### src/rtl/kempston_mouse.sv
// Kempston mouse interface: accumulates PS/2 deltas into wrapping X/Y position
// counters and answers the Kempston I/O ports (FBDF, FFDF, FADF) on Z80 reads.
module kempston_mouse #(
  parameter int DIV_SHIFT = 0,
  parameter bit INVERT_Y  = 1'b0
) (
  input  logic        clock,
  input  logic        reset,
  input  logic        enable,
  input  logic        mouses,
  input  logic [2:0]  mouseb,
  input  logic [8:0]  mousex,
  input  logic [8:0]  mousey,
  input  logic [15:0] a,
  input  logic        iorq,
  input  logic        rd,
  input  logic        m1,
  output logic [7:0]  dout,
  output logic        oe
);

  localparam int ACC_W = 8 + DIV_SHIFT;

  logic [8:0]  delta_raw [2];
  logic [15:0] pos_flat;
  logic [2:0]  btn_reg;
  logic        bus_rd;
  logic [7:0]  dout_next;
  logic        oe_next;
  logic        unused_bits;

  assign delta_raw[0] = mousex;
  assign delta_raw[1] = mousey;

  // One wrapping accumulator per axis; the CPU only ever sees its top 8 bits,
  // so the low DIV_SHIFT bits carry sub-count motion between packets.
  genvar gi;
  generate
    for (gi = 0; gi < 2; gi++) begin : g_axis
      logic [ACC_W-1:0] delta;
      logic [ACC_W-1:0] acc_reg;
      logic [ACC_W-1:0] acc_next;

      assign delta = ACC_W'($signed(delta_raw[gi]));

      if (gi == 1 && INVERT_Y) begin : g_sub
        assign acc_next = acc_reg - delta;
      end else begin : g_add
        assign acc_next = acc_reg + delta;
      end

      always_ff @(posedge clock or negedge reset) begin
        if (!reset) begin
          acc_reg <= '0;
        end else if (mouses) begin
          acc_reg <= acc_next;
        end
      end

      assign pos_flat[gi*8 +: 8] = acc_reg[ACC_W-1 -: 8];
    end
  endgenerate

  // Interrupt-acknowledge cycles (m1 low) also assert iorq; exclude them.
  assign bus_rd      = enable & ~iorq & ~rd & m1 & ~a[5];
  assign unused_bits = ^{a[15:11], a[7:6], a[4:0]};

  always_comb begin
    dout_next = 8'hFF;
    oe_next   = 1'b0;
    if (bus_rd) begin
      case (a[10:8])
        3'b011: begin
          dout_next = pos_flat[7:0];
          oe_next   = 1'b1;
        end
        3'b111: begin
          dout_next = pos_flat[15:8];
          oe_next   = 1'b1;
        end
        3'b010: begin
          dout_next = {5'b11111, btn_reg};
          oe_next   = 1'b1;
        end
        default: begin
          dout_next = 8'hFF;
          oe_next   = 1'b0;
        end
      endcase
    end
  end

  // Read data is captured from the pre-update accumulators on a strobe edge.
  always_ff @(posedge clock or negedge reset) begin
    if (!reset) begin
      btn_reg <= 3'b111;
      dout    <= 8'hFF;
      oe      <= 1'b0;
    end else begin
      dout <= dout_next;
      oe   <= oe_next;
      if (mouses) begin
        btn_reg <= mouseb;
      end
    end
  end

endmodule

### config.mk
export PLATFORM = sky130hd
export DESIGN_NAME = kempston_mouse
export DESIGN_NICKNAME = d
export VERILOG_FILES = /design/src/rtl/kempston_mouse.sv
export SDC_FILE = /design/constraint.sdc
export NUM_CORES = 1
export LEC_CHECK = 0
export BUFFER_PORTS_ARGS = -buffer_cell sky130_fd_sc_hd__buf_2
export CAP_MARGIN = 15
export CORE_MARGIN = 4
export CORE_UTILIZATION = 35
export DETAILED_ROUTE_END_ITERATION = 10
export RECOVER_POWER = 100
export REMOVE_ABC_BUFFERS = 1
export SYNTH_ARGS = -nofsm -noshare
export SYNTH_HDL_FRONTEND = slang
export SYNTH_SLANG_ARGS = --single-unit
### constraint.sdc
create_clock -name clock -period 1.99 [get_ports clock]
set_input_delay 0.398 -clock clock [delete_from_list [all_inputs] [get_ports clock]]
set_output_delay 0.398 -clock clock [all_outputs]
set_load 0.01 [all_outputs]
# Yosys cells after proc, flatten, opt, wreduce, memory -nomap -nowiden

Index checks and enable logic that the tools add are counted.

Register bits: 28
Latch bits: 0
Bits in writable memories: 0
Bits in read-only memories: 0
Input port bits: 44
Output and inout port bits: 9
Word-level logic and storage cells: 22
Memories: 0

Add/sub/neg operators: 2
Multipliers: 0
Divide/modulo/power cells: 0
Order comparisons: 0
Equal/unequal tests: 3
Shifts and indexed selects: 0
Muxes and demuxes: 4
Bitwise gates (word level): 7
Reduce and logical (&&, ||, !) cells: 1

Operators by type and width:

| cell               | number |
|---|---|
| $pmux 8 s3         | 1 |
| $add 8x8->8        | 2 |
| $mux 8             | 1 |
| $eq 3x2->1 const B | 2 |
| $and 1x1->1        | 4 |
| $eq 3x3->1 const B | 1 |
| $not 1->1          | 3 |
| $reduce_or 3->1    | 1 |
| $mux 1             | 2 |

# Logic depth before layout (Yosys ltp)

Depth in word-level cells: 6
Depth in mapped cells: 8
Depth with buffers taken out: 8

# Worst setup path before layout

No wires, ideal clock.

Path type: in2reg
From: input port mousex[4]
To: register g_axis[0].acc_reg[7]
Setup time: 0.137 ns
Arrival time: 1.555 ns
Required time: 1.853 ns
Slack: 0.298 ns
Cell stages on the path: 6
Buffers on the path: 0
Path through: ha_1 -> a21o_1 -> a31oi_1 -> and3b_1 -> xor2_1 -> o32ai_2

Cells in the longest elaborated chain, start to end: 1

RTL lines:

| element              | RTL line | text |
|---|---|---|
| start, declared      | 12       | `input logic [8:0] mousex,` |
| $add 8x8->8          | 49       | `assign acc_next = acc_reg + delta;` |
| end signal, assigned | 56       | `acc_reg <= acc_next;` |
| end, declared        | 41       | `logic [ACC_W-1:0] acc_reg;` |

Every way passes these cells.
A chain may end at the register's enable or synchronous reset.

# Worst setup path after layout

From: register g_axis[1].acc_reg[0]
To: register g_axis[1].acc_reg[6]

Cells in the longest elaborated chain, start to end: 1

RTL lines:

| element                | RTL line |
|---|---|
| start, declared        | 41 |
| start signal, assigned | 56 |
| $add 8x8->8            | 49 |

Every way passes these cells.

==> out/results.txt <==
status - complete, no violations
commonest non-fill, non-tap cells in the layout - 26 x buf_2, 18 x nand2_1, 17 x dfrtp_1
EDFF count, synth - 0
RSZ-0062 raised after global routing - false
vias per inst - 4.90
setup TNS after final layout - 0 ps
Syn Std Cell Area - 1840 µm²
worst hold slack - 347 ps
HP Start - a[9]
DR vias - 1,397
CP top delay family - adder cells
clk sinks - 28
setup ws final - 168 ps
Critical Path Max Stage Delay - 400 ps
final setup fails - 0
CP max FO - 3
Die Y - 80.5 µm
slew margin rel. - 0.0408
DR DRC count - 0
r2r endpoint - g_axis[1].acc_reg[6]$_DFFE_PN0P_
clk slew on worst S/H paths - 90 ps
highest routed metal layer - met4
clock latency on the worst-skew pair - 270 ps
clk buf depth - 2
number of synthesized register bits - 28
FF-to-FF setup slack - 170 ps
Inst Count DP - 281
Crit. End Element - flip-flop
synth unique cells - 40
# H-tree levels - 1
CP max-delay cell - fa_1
sequential element share of the synthesized area - 0.388
DP Area - 2110 µm²
fin crit share - 0.915
CP Depth - 7
Root Driver - clkbuf_8
Arrival @ worst endpoint - 1990 ps
Slew Limit Fails - 0
postcts setup bufs - 0
final core utilization - 0.417
# nets final - 276
Pwr Total - 2.60 mW
All-Layer GR Usage - 0.119
# hold bufs at CTS - 0
WL met1 - 1870 µm
fmax - 0.549 GHz
total wire length - 3660 µm
dpl hpwl - 2900 µm
Hold Path Cell Cnt - 3
worst vdd rail ir drop - 0.000500 V
Filler Cell Count - 536
number of antenna violations at the first check in global routing - 0
Top Ports - 53
worst slew pin tran - 1440 ps
first-pass GRT wire length - 6200 µm
Tightest Hold Check Type - input port to flip-flop
cell count after synthesis - 176
Initial Util - 0.361
final RePlAce weighted congestion - 0.785
First-pass DRT Iterations - 4
DP Worst Slack - 54.8 ps
CTS tree - done
startpoint types - flip-flop
Synth Flop Type - dfrtp_1
core area - 5110 µm²
clock buffer count from CTS - 3
most common cell after layout, fill and taps aside - buf_2
Die Wd - 80.5 µm
ant diodes - 0
syn_area_per_cell - 10.5 µm²
power per cell area - 1220 nW/µm²
routed length on met2 - 1640 µm
CP Cell Sequence - ha_1, inv_1, fa_1, nor2b_1, o31a_1, o21ai_1, o311ai_1
# port buffers - 38
largest net degree at the start of global routing - 29
Post-synth ARST share - 1.00
R2R Path Start - g_axis[1].acc_reg[0]$_DFFE_PN0P_
layout cells sized above 1 - 0.270
Yosys Warn Count - 0
Design Area, Final - 2130 µm²
GRT overflow - 0
Met3 Routed Length - 99 µm
Buf/Inv on CP - 1
Leak - 0.949 nW
Worst Hold Path EP - dout[0]$_DFF_PN1_
Worst R2R Path Depth - 7
max reg flops - 16
Rows - 26
vias in the first global route - 1,393
Die ar. - 6490 µm²
max-cap violations - 0
antenna-violating nets left - 0
Routed wire per std cell - 12.9 µm
CP Data Required Time - 2160 ps
area delta synth->final - 15.6%
Crit Path Class - flip-flop to flip-flop
Layout Cells excl Fill - 285
Clock Skew - 3.08 ps
Tmin final - 1820 ps
initial DRC count - 32
Final Hold Vio Count - 0
## logic make-up (layout without fill, tap and decap cells)
logic type	count (synthesis)	count (layout)	synth area share
multiplexers	18	18	0.107
XOR/XNOR	6	6	0.0285
AO/OA/AOI/OAI	49	49	0.203
flip-flops	28	28	0.388
buffers and inverters	15	54	0.0346
AND/OR/NAND/NOR	44	44	0.122
adder cells (fa/ha/maj)	16	16	0.117
## cell usage after synthesis (all sizes together), types with 3 or more instances
library cell	n	share of area
nor3	4	0.011
a22o	5	0.024
nor3b	3	0.012
a211oi	6	0.030
dfstp	11	0.16
o21ai	10	0.027
dfrtp	17	0.23
nor2	7	0.014
xnor2	4	0.019
mux2	11	0.069
nand2	18	0.037
a21oi	4	0.015
a21o	8	0.033
buf	4	0.011
ha	14	0.095
mux2i	7	0.038
a31oi	4	0.014
inv	9	0.018
## tightest hold or removal path, cell delays in order
cell     delay [ps]
buf_2           120
nand2_1          50
nand2_1          50
## worst max path at each step
stage	start	endpoint	slack, ps
3_5_place_dp	mousex[0]	g_axis[0].acc_reg[6]$_DFFE_PN0P_	50
3_3_place_gp	mousex[0]	g_axis[0].acc_reg[6]$_DFFE_PN0P_	80
2_1_floorplan	mousex[4]	g_axis[0].acc_reg[7]$_DFFE_PN0P_	300
6_report	g_axis[1].acc_reg[0]$_DFFE_PN0P_	g_axis[1].acc_reg[6]$_DFFE_PN0P_	170
5_1_grt	g_axis[1].acc_reg[0]$_DFFE_PN0P_	g_axis[1].acc_reg[6]$_DFFE_PN0P_	20
4_1_cts	g_axis[1].acc_reg[0]$_DFFE_PN0P_	g_axis[1].acc_reg[6]$_DFFE_PN0P_	150
## routing by layer
layer,vias up,global-route usage
met3,4,0.0146
met2,19,0.188
met5,-,0
met1,642,0.168
met4,0,0.0389
li1,732,-
## layout make-up
cell class	instances	area [µm²]	area share
tap	70	87.6	0.0411
sequential	28	714	0.335
inverter	9	33.8	0.0159
clock buffer	4	45.0	0.0212
timing repair buffer	41	194	0.0911
multi-input combinational	133	1050	0.495
## where the power goes
part / total, mW / switching (mW) / internal, mW
Clock: 0.306 / 0.163 / 0.143
Sequential: 0.907 / 0.154 / 0.753
Combinational: 1.39 / 0.682 / 0.703
Total: 2.60 / 0.999 / 1.60
## what timing repair did
item                       4_1_cts  5_1_grt
gates resized for setup          0        1
hold endpoints to repair         0        0
setup endpoints to repair        0        1
No activity file was read; power rests on OpenSTA's default activity.
